===== src/rtl/memaccess_engine_if.sv =====
// Request, memory and response bus of memaccess_engine.
// The master side is the engine; the slave side is the requester/memory/consumer.
interface memaccess_engine_if #(
  parameter int DW = 16,
  parameter int AW = 16
);
  logic          req_valid;
  logic          req_ready;
  logic [1:0]    req_op;
  logic [AW-1:0] req_addr;
  logic [DW-1:0] req_wdata;
  logic          mem_req;
  logic          mem_we;
  logic [AW-1:0] mem_addr;
  logic [DW-1:0] mem_wdata;
  logic          mem_ack;
  logic [DW-1:0] mem_rdata;
  logic          rsp_valid;
  logic          rsp_ready;
  logic [DW-1:0] rsp_data;
  logic          rsp_err;

  modport master (
    input  req_valid, req_op, req_addr, req_wdata, mem_ack, mem_rdata, rsp_ready,
    output req_ready, mem_req, mem_we, mem_addr, mem_wdata, rsp_valid, rsp_data, rsp_err
  );

  modport slave (
    output req_valid, req_op, req_addr, req_wdata, mem_ack, mem_rdata, rsp_ready,
    input  req_ready, mem_req, mem_we, mem_addr, mem_wdata, rsp_valid, rsp_data, rsp_err
  );
endinterface


===== src/rtl/memaccess_engine.sv =====
// Single-outstanding memory access engine: READ, READ_INDIRECT (pointer chase)
// and WRITE with a per-phase ack timeout and a held response.
module memaccess_engine #(
  parameter int DW      = 16,
  parameter int AW      = 16,
  parameter int TIMEOUT = 15
) (
  input  logic              clock,
  input  logic              reset,
  memaccess_engine_if.master bus
);

  typedef enum logic [1:0] {IDLE, ACCESS, INDIRECT, RESP} state_t;

  localparam logic [1:0] OP_READ  = 2'b00;
  localparam logic [1:0] OP_RIND  = 2'b01;
  localparam logic [1:0] OP_WRITE = 2'b10;
  localparam logic [1:0] OP_RSVD  = 2'b11;
  localparam int         MW       = (DW < AW) ? DW : AW;
  localparam logic [7:0] TMO      = 8'(TIMEOUT);

  state_t        state_q, state_d;
  logic [1:0]    op_q, op_d;
  logic [7:0]    cnt_q, cnt_d;
  logic          mem_req_q, mem_req_d;
  logic          mem_we_q, mem_we_d;
  logic [AW-1:0] mem_addr_q, mem_addr_d;
  logic [DW-1:0] mem_wdata_q, mem_wdata_d;
  logic [DW-1:0] rsp_data_q, rsp_data_d;
  logic          rsp_err_q, rsp_err_d;
  logic          req_ready;
  logic          accept;
  logic          acked;
  logic [AW-1:0] ind_addr;

  // The pointer read back is truncated or zero-extended to the address width.
  assign ind_addr  = AW'(bus.mem_rdata[MW-1:0]);
  assign req_ready = (state_q == IDLE) && !reset;
  assign accept    = bus.req_valid && req_ready;
  assign acked     = bus.mem_ack && mem_req_q;

  always_comb begin
    state_d     = state_q;
    op_d        = op_q;
    cnt_d       = cnt_q;
    mem_req_d   = mem_req_q;
    mem_we_d    = mem_we_q;
    mem_addr_d  = mem_addr_q;
    mem_wdata_d = mem_wdata_q;
    rsp_data_d  = rsp_data_q;
    rsp_err_d   = rsp_err_q;
    case (state_q)
      IDLE: begin
        if (accept) begin
          rsp_data_d = '0;
          if (bus.req_op == OP_RSVD) begin
            state_d   = RESP;
            rsp_err_d = 1'b1;
          end else begin
            state_d     = ACCESS;
            op_d        = bus.req_op;
            cnt_d       = '0;
            mem_req_d   = 1'b1;
            mem_we_d    = (bus.req_op == OP_WRITE);
            mem_addr_d  = bus.req_addr;
            mem_wdata_d = bus.req_wdata;
            rsp_err_d   = 1'b0;
          end
        end
      end
      ACCESS, INDIRECT: begin
        // An ack in the same cycle the wait count would expire still wins.
        if (acked) begin
          cnt_d = '0;
          if (state_q == ACCESS && op_q == OP_RIND) begin
            state_d    = INDIRECT;
            mem_addr_d = ind_addr;
          end else begin
            state_d    = RESP;
            mem_req_d  = 1'b0;
            mem_we_d   = 1'b0;
            rsp_err_d  = 1'b0;
            rsp_data_d = (op_q == OP_WRITE) ? '0 : bus.mem_rdata;
          end
        end else if (cnt_q + 8'd1 == TMO) begin
          state_d    = RESP;
          cnt_d      = TMO;
          mem_req_d  = 1'b0;
          mem_we_d   = 1'b0;
          rsp_err_d  = 1'b1;
          rsp_data_d = '0;
        end else begin
          cnt_d = cnt_q + 8'd1;
        end
      end
      RESP: begin
        if (bus.rsp_ready) begin
          state_d = IDLE;
        end
      end
      default: state_d = IDLE;
    endcase
  end

  always_ff @(posedge clock or posedge reset) begin
    if (reset) begin
      state_q     <= IDLE;
      op_q        <= OP_READ;
      cnt_q       <= '0;
      mem_req_q   <= 1'b0;
      mem_we_q    <= 1'b0;
      mem_addr_q  <= '0;
      mem_wdata_q <= '0;
      rsp_data_q  <= '0;
      rsp_err_q   <= 1'b0;
    end else begin
      state_q     <= state_d;
      op_q        <= op_d;
      cnt_q       <= cnt_d;
      mem_req_q   <= mem_req_d;
      mem_we_q    <= mem_we_d;
      mem_addr_q  <= mem_addr_d;
      mem_wdata_q <= mem_wdata_d;
      rsp_data_q  <= rsp_data_d;
      rsp_err_q   <= rsp_err_d;
    end
  end

  assign bus.req_ready = req_ready;
  assign bus.mem_req   = mem_req_q;
  assign bus.mem_we    = mem_we_q;
  assign bus.mem_addr  = mem_addr_q;
  assign bus.mem_wdata = mem_wdata_q;
  assign bus.rsp_valid = (state_q == RESP);
  assign bus.rsp_data  = rsp_data_q;
  assign bus.rsp_err   = rsp_err_q;

endmodule


===== src/flat_wrapper.sv =====
// flat-port wrapper written by rule: the top's interface ports become plain ports
module memaccess_engine_flat 
#(
  parameter int DW      = 16,
  parameter int AW      = 16,
  parameter int TIMEOUT = 15
)
  (clock, reset, bus_req_valid, bus_req_op, bus_req_addr, bus_req_wdata, bus_mem_ack, bus_mem_rdata, bus_rsp_ready, bus_req_ready, bus_mem_req, bus_mem_we, bus_mem_addr, bus_mem_wdata, bus_rsp_valid, bus_rsp_data, bus_rsp_err);
  memaccess_engine_if #(.DW(DW), .AW(AW)) bus_i ();
  input  logic clock;
  input  logic reset;
  input wire logic [$bits(bus_i.req_valid)-1:0] bus_req_valid;
  input wire logic [$bits(bus_i.req_op)-1:0] bus_req_op;
  input wire logic [$bits(bus_i.req_addr)-1:0] bus_req_addr;
  input wire logic [$bits(bus_i.req_wdata)-1:0] bus_req_wdata;
  input wire logic [$bits(bus_i.mem_ack)-1:0] bus_mem_ack;
  input wire logic [$bits(bus_i.mem_rdata)-1:0] bus_mem_rdata;
  input wire logic [$bits(bus_i.rsp_ready)-1:0] bus_rsp_ready;
  output wire logic [$bits(bus_i.req_ready)-1:0] bus_req_ready;
  output wire logic [$bits(bus_i.mem_req)-1:0] bus_mem_req;
  output wire logic [$bits(bus_i.mem_we)-1:0] bus_mem_we;
  output wire logic [$bits(bus_i.mem_addr)-1:0] bus_mem_addr;
  output wire logic [$bits(bus_i.mem_wdata)-1:0] bus_mem_wdata;
  output wire logic [$bits(bus_i.rsp_valid)-1:0] bus_rsp_valid;
  output wire logic [$bits(bus_i.rsp_data)-1:0] bus_rsp_data;
  output wire logic [$bits(bus_i.rsp_err)-1:0] bus_rsp_err;
  assign bus_i.req_valid = bus_req_valid;
  assign bus_i.req_op = bus_req_op;
  assign bus_i.req_addr = bus_req_addr;
  assign bus_i.req_wdata = bus_req_wdata;
  assign bus_i.mem_ack = bus_mem_ack;
  assign bus_i.mem_rdata = bus_mem_rdata;
  assign bus_i.rsp_ready = bus_rsp_ready;
  assign bus_req_ready = bus_i.req_ready;
  assign bus_mem_req = bus_i.mem_req;
  assign bus_mem_we = bus_i.mem_we;
  assign bus_mem_addr = bus_i.mem_addr;
  assign bus_mem_wdata = bus_i.mem_wdata;
  assign bus_rsp_valid = bus_i.rsp_valid;
  assign bus_rsp_data = bus_i.rsp_data;
  assign bus_rsp_err = bus_i.rsp_err;
  memaccess_engine #(.DW(DW), .AW(AW), .TIMEOUT(TIMEOUT)) u_core (.clock(clock), .reset(reset), .bus(bus_i));
endmodule

===== config.mk =====
export PLATFORM = sky130hd
export DESIGN_NAME = memaccess_engine_flat
export DESIGN_NICKNAME = d
export VERILOG_FILES = /design/src/rtl/memaccess_engine_if.sv /design/src/rtl/memaccess_engine.sv /design/src/flat_wrapper.sv
export SDC_FILE = /design/constraint.sdc
export NUM_CORES = 1
export LEC_CHECK = 0
export BUFFER_PORTS_ARGS = -buffer_cell sky130_fd_sc_hd__buf_2
export CORE_ASPECT_RATIO = 2
export CORE_MARGIN = 2
export CORE_UTILIZATION = 35
export CTS_CLUSTER_DIAMETER = 200
export DETAILED_ROUTE_END_ITERATION = 6
export PLACE_DENSITY = 0.71
export REMOVE_ABC_BUFFERS = 1
export SLEW_MARGIN = 20
export SYNTH_ARGS = -nofsm -noshare
export SYNTH_HDL_FRONTEND = slang
export SYNTH_SLANG_ARGS = --single-unit

===== constraint.sdc =====
create_clock -name clock -period 2.85 [get_ports clock]
set_input_delay 0 -clock clock [delete_from_list [all_inputs] [get_ports clock]]
set_output_delay 0 -clock clock [all_outputs]
set_load 0.005 [all_outputs]

# --- Word level (Yosys, flattened, before mapping) ---
# Cells that the tools add are included.
# W data, S select, Z words.
classes:
  n_eq_ne: 15
  addsub: 1
  muxes: 37
  reduce_logical: 14
  bitwise: 1
op_table:
  columns: ["cell", "count"]
  rows:
  - ["$mux W16", 9]
  - ["$pmux W16 S2", 2]
  - ["$mux W8", 4]
  - ["$pmux W8 S2", 1]
  - ["$mux W1", 12]
  - ["$eq A2 B2 Y1 const B", 5]
  - ["$mux W2", 5]
  - ["$reduce_and A5 Y1", 2]
  - ["$reduce_and A3 Y1", 3]
  - ["$add A8 B1 Y8 const B", 1]
  - ["$eq A8 B4 Y1 const B", 1]
  - ["$ne A2 B1 Y1 const B", 3]
  - ["$pmux W1 S2", 3]
  - ["$pmux W2 S3", 1]
  - ["$eq A2 B1 Y1 const B", 2]
  - ["$logic_and A1 B1 Y1", 4]
  - ["$ne A2 B2 Y1 const B", 2]
  - ["$reduce_and A4 Y1", 1]
  - ["$ne A3 B1 Y1 const B", 1]
  - ["$ne A3 B3 Y1 const B", 1]
  - ["$logic_not A2 Y1", 1]
  - ["$reduce_bool A2 Y1", 1]
  - ["$reduce_or A2 Y1", 1]
  - ["$logic_not A1 Y1", 1]
  - ["$not A1 Y1", 1]
word_totals:
  input_bits: 55
  output_inout_bits: 53
  wordCells: 77
  ff_bits: 63

# --- Depth between registers and ports, before layout ---
logic_depth:
  depth_word: 5
  depth_mapped: 8
  ltp_nobuf: 7

# --- Worst setup path before layout ---
# Ideal clock, no wire load.
synth_path:
  path_type: "register -> register"
  from: "register u_core.cnt_q[0]"
  to: "register u_core.mem_we_q (netlist: u_core.bus.mem_we)"
  setup_ns: 0.122
  path_slack_ns: 0.743
  required_ns: 2.728
  n_path_buf: 0
  t_arrival_ns: 1.985
  stages_incl_launch_ff: 7
  period_less_slack_ns: 2.107
  path_cell_list: "dfrtp_1 > ha_1 > xor2_1 > nand3b_1 > or4_4 > or3_1 > a32o_1"
synth_via:
  elab_chain_cells: 4
synth_rtl:
  columns: ["element", "line_no", "source"]
  rows:
  - ["start, declared", "memaccess_engine.sv:24", "logic [7:0] cnt_q, cnt_d;"]
  - ["start signal, assigned", "memaccess_engine.sv:119", "cnt_q <= cnt_d;"]
  - ["$add A8 B1 Y8", "memaccess_engine.sv:85", "end else if (cnt_q + 8'd1 == TMO) begin"]
  - ["$eq A8 B4 Y1", "memaccess_engine.sv:85", null]
  - ["$ne A3 B1 Y1 (no line)", null, null]
  - ["$reduce_and A5 Y1 (no line)", null, null]
  - ["end signal, assigned", "memaccess_engine.sv:121", "mem_we_q <= mem_we_d;"]
  - ["end, declared", "memaccess_engine.sv:26", "logic mem_we_q, mem_we_d;"]
# No other way between the ends.
# A chain may end at the register's enable or synchronous reset.

# --- Worst setup path after layout ---
layout_path:
  from: "register u_core.state_q[1]"
  to: "register u_core.mem_addr_q[15] (netlist: u_core.bus.mem_addr[15])"
layout_via:
  elab_chain_cells: 5
  elab_cells_between_ends: 14
  cone_classes: "6 x eq/ne; 1 x mux; 7 x reduce/logical"
layout_rtl:
  columns: ["element", "line_no", "source"]
  rows:
  - ["start, declared", "memaccess_engine.sv:22", "state_t state_q, state_d;"]
  - ["start signal, assigned", "memaccess_engine.sv:117", "state_q <= state_d;"]
  - ["$logic_not A2 Y1", "memaccess_engine.sv:38, memaccess_engine.sv:52", null]
  - ["$logic_and A1 B1 Y1", "memaccess_engine.sv:38", "assign req_ready = (state_q == IDLE) && !reset;"]
  - ["$logic_and A1 B1 Y1", "memaccess_engine.sv:39", "assign accept = bus.req_valid && req_ready;"]
  - ["$ne A2 B1 Y1 (no line)", null, null]
  - ["$reduce_and A5 Y1 (no line)", null, null]
  - ["end signal, assigned", "memaccess_engine.sv:122", "mem_addr_q <= mem_addr_d;"]
  - ["end, declared", "memaccess_engine.sv:27", "logic [AW-1:0] mem_addr_q, mem_addr_d;"]
# Several ways; a longest one is shown, not always the timed one.

==> qor.csv <==
stage;metric;value;unit
cts;H-tree depth;3;
yosys;FFs w/ async S/R, synth;1.00;
layout;Area growth, synth to finish;49.3;%
run;Max Cap Violations;0;
place;Port Buffer Count;107;
worst_setup_path;Worst path top cell family by delay;compound AO/OA/AOI/OAI gates;
worst_setup_path;critical setup path kind;flip-flop to flip-flop;
sta;Rel. slew slack;0.333;
yosys;Post-Syn Area;3000;um2
sta;Fin Clk Skew;7.83;ps
worst_setup_path;Critical Path AT;2590;ps
pwr;P_leak;0.00223;uW
floorplan;die width;69.4;um
worst_setup_path;Worst Path Required;3010;ps
global_route;number of global-route vias before repair;3112;
floorplan;Core ar.;8290;um2
worst_setup_path;CP cell instances;inv_1 -> ha_1 -> nand4_1 -> buf_4 -> a221o_1 -> o21ai_0;
status;status;finished, final reports clean;
cts;cts bufs inserted;9;
sta;final hold slack;26.5;ps
sta;Slew @ Worst Pin;1000;ps
floorplan;die area;9370;um2
routing;drt pass-1 iters;4;
sta;Final Cycle Share;0.853;
cts;postcts setup bufs;0;
pwr;VDD IR-drop max;0.000591;V
place;HPWL Detailed;6.25;mm
pwr;Internal;2900;uW
cts;Root Buffer Master;clkbuf_16;
worst_setup_path;worst-path cell with the longest stage delay;a221o_1;
routing;routed len/inst;16.0;um
place;Inst Count DP;500;
sta;setup tns final;0;ps
yosys;cells after synthesis;302;
pwr;Power Dens Cells;1050;nW/um2
layout;Register Area;1580;um2
routing;overall routed net length;9.03;mm
yosys;register area share after synthesis;0.526;
floorplan;# IOs;108;
sta;fin. max-slew vios;0;
sta;Final Hold Fails;0;
pwr;clock network fraction of total power;0.261;
worst_setup_path;CP Launch Type;flip-flop;
pwr;Flop pwr share;0.301;
floorplan;row count;47;
cts;Num Clock Sinks;63;
yosys;Synth Area per Inst;9.93;um2
worst_setup_path;reg2reg path depth;6;
layout;layout cell share with drive strength beyond 1;0.325;
layout;Layout Cells excl Fill;565;
place;Placer Congestion;0.808;
yosys;EDFF count, synth;0;
global_route;antenna violations before repair;0;
yosys;Synth Register Bits;63;
layout;multi-input combinational cell area;1330;um2
yosys;Main synth FF type;dfrtp_1;
layout;fillcell total;708;
yosys;Synth Warn #;0;
min_path;worst hold path cell count;3;
min_path;Hold WC Path Type;primary input to flip-flop;
cts;CTS max path bufs;2;
routing;vias per cell;5.14;
cts;clock slew at the register clock pins of the worst setup and hold paths;50;ps
routing;initial DRC count;89;
worst_setup_path;CP max stage delay;810;ps
cts;worst-skew pair later-pin latency;330;ps
floorplan;Starting Density;0.362;
sta;RSZ-0062 raised after global routing;no;
worst_setup_path;Crit path depth;6;
routing;Final ANT Viol Nets;0;
sta;final setup vio count;0;
cts;TritonCTS clock tree;built;
worst_setup_path;worst path buffer plus inverter count;2;
routing;DR vias;2905;
sta;f_max;411;MHz
cts;CTS resizes;0;
sta;Final Critical Period;2430;ps
worst_setup_path;CP Max Fanout;32;
layout;n_diodes;0;
routing;number of remaining DRC errors;0;
pwr;Switch Pwr;1820;uW
yosys;post-synthesis cell type count;47;
pwr;Comb pwr share;0.437;
worst_setup_path;endpoint class of the critical path;flip-flop;
global_route;first-pass GRT wire length;14.7;mm
global_route;Total GRT Usage;0.198;
global_route;largest net degree at the start of global routing;51;
place;Placed Area;3650;um2
pwr;switch share;0.385;
layout;post-route design area;4480;um2
floorplan;Die H;135;um
global_route;grt total ovfl;0;
layout;nets;522;
through the flow:
| stage | util | total power, uW | worst slack, ps |
|---|---|---|---|
| 2_1_floorplan | - | 2620 | 538 |
| 3_3_place_gp | 0.440 | 3380 | 509 |
| 3_5_place_dp | 0.440 | 3450 | 374 |
| 4_1_cts | 0.540 | 4750 | 365 |
| 5_1_grt | 0.540 | 5070 | 167 |
| 6_report | 0.540 | 4720 | 418 |
worst paths after layout:
| path | from | endpoint | slack [ps] |
|---|---|---|---|
| hold reg to reg | u_core.bus.mem_addr[14] | u_core.bus.mem_addr[14] | 470 |
| min in group asynchronous | reset | u_core.bus.rsp_data[7] | 430 |
| max in group asynchronous | reset | u_core.bus.rsp_data[12] | 1710 |
| hold / removal | bus_req_addr[15] | u_core.bus.mem_addr[15] | 30 |
| setup / recovery | u_core.state_q[1] | u_core.bus.mem_addr[15] | 420 |
| setup reg to reg | u_core.state_q[1] | u_core.bus.mem_addr[15] | 420 |
flip-flops by register name (all words and copies together), names as in the netlist:
signal and count:
u_core.bus.rsp_err 1, u_core.bus.mem_addr 16, u_core.bus.mem_wdata 16, u_core.cnt_q 8
u_core.state_q 2, u_core.bus.mem_we 1, u_core.op_q 2, u_core.bus.rsp_data 16
u_core.bus.mem_req 1
kinds of logic (layout without fill, tap and decap cells):
logic type / count (synthesis) / after routing / synth area share
compound gates: 83 / 83 / 0.180
xor+xnor: 3 / 3 / 0.00877
fa+ha+maj: 5 / 5 / 0.0209
buf+inv: 21 / 186 / 0.0317
flops: 63 / 63 / 0.526
mux: 17 / 17 / 0.0634
simple gates: 110 / 110 / 0.169
synthesized netlist by cell type, types with 3 or more instances:
| cell | number | area (um2) |
|---|---|---|
| o31ai_1 | 4 | 30.0 |
| nand3_1 | 12 | 60.1 |
| a31oi_1 | 3 | 18.8 |
| dfrtp_1 | 63 | 1580 |
| mux2_2 | 16 | 180 |
| nand2_1 | 62 | 233 |
| nor2b_1 | 4 | 25.0 |
| o22ai_1 | 16 | 100 |
| a21boi_0 | 17 | 128 |
| ha_1 | 5 | 62.6 |
| nor2_1 | 13 | 48.8 |
| o21ai_0 | 27 | 135 |
| nand2b_1 | 3 | 18.8 |
| inv_1 | 6 | 22.5 |
| clkbuf_1 | 10 | 37.5 |
| a21oi_1 | 4 | 20.0 |
power by group through the flow:
stage          registers (uW)  clock network [uW]  logic [uW]
6_report                 1420                1230        2060
5_1_grt                  1460                1290        2320
4_1_cts                  1420                1260        2080
3_5_place_dp             1430                   0        2020
3_3_place_gp             1430                   0        1950
2_1_floorplan            1430                   0        1190
per-layer routing:
layer,routed length [um],vias up,GRT usage,share of wire
met2,4970,109,0.366,0.55
met5,0,-,0,0
met4,306,0,0.103,0.034
met3,508,23,0.0590,0.056
met1,3240,1375,0.196,0.36
li1,-,1398,-,-
tightest hold or removal path: stages:
cell	delay (ps)
buf_2	70
a21boi_0	70
o21ai_0	170
timing repair:
item                                    CTS  global route
endpoints found under the hold margin    61             0
endpoints found under the setup margin    0             0
hold buffers                             49             0
placed cells by master, fill, tap and decap left out, drive strengths merged, types with 2 or more instances in the layout:
master and n:
buf 114, bufinv 3, or3 2, o22ai 16, nand3 12, and3 2
nand2b 3, nand3b 2, a31oi 3, dfrtp 63, o31ai 4, xor2 2
nor2b 4, ha 5, o21ai 27, clkinv 5, a21boi 17, nand2 62
nor2 13, a21oi 4, clkbuf 10, mux2 16, and2 2, nand4 2
dlygate4sd3 49, inv 5
final cells by class:
type	count	share of cell area
Clock buffer	10	0.0512
Multi-Input combinational cell	218	0.298
Tap cell	98	0.0274
Inverter	7	0.00615
Timing Repair Buffer	163	0.241
Sequential cell	63	0.352
Clock inverter	6	0.0243
(Power assumes the default switching activity.)
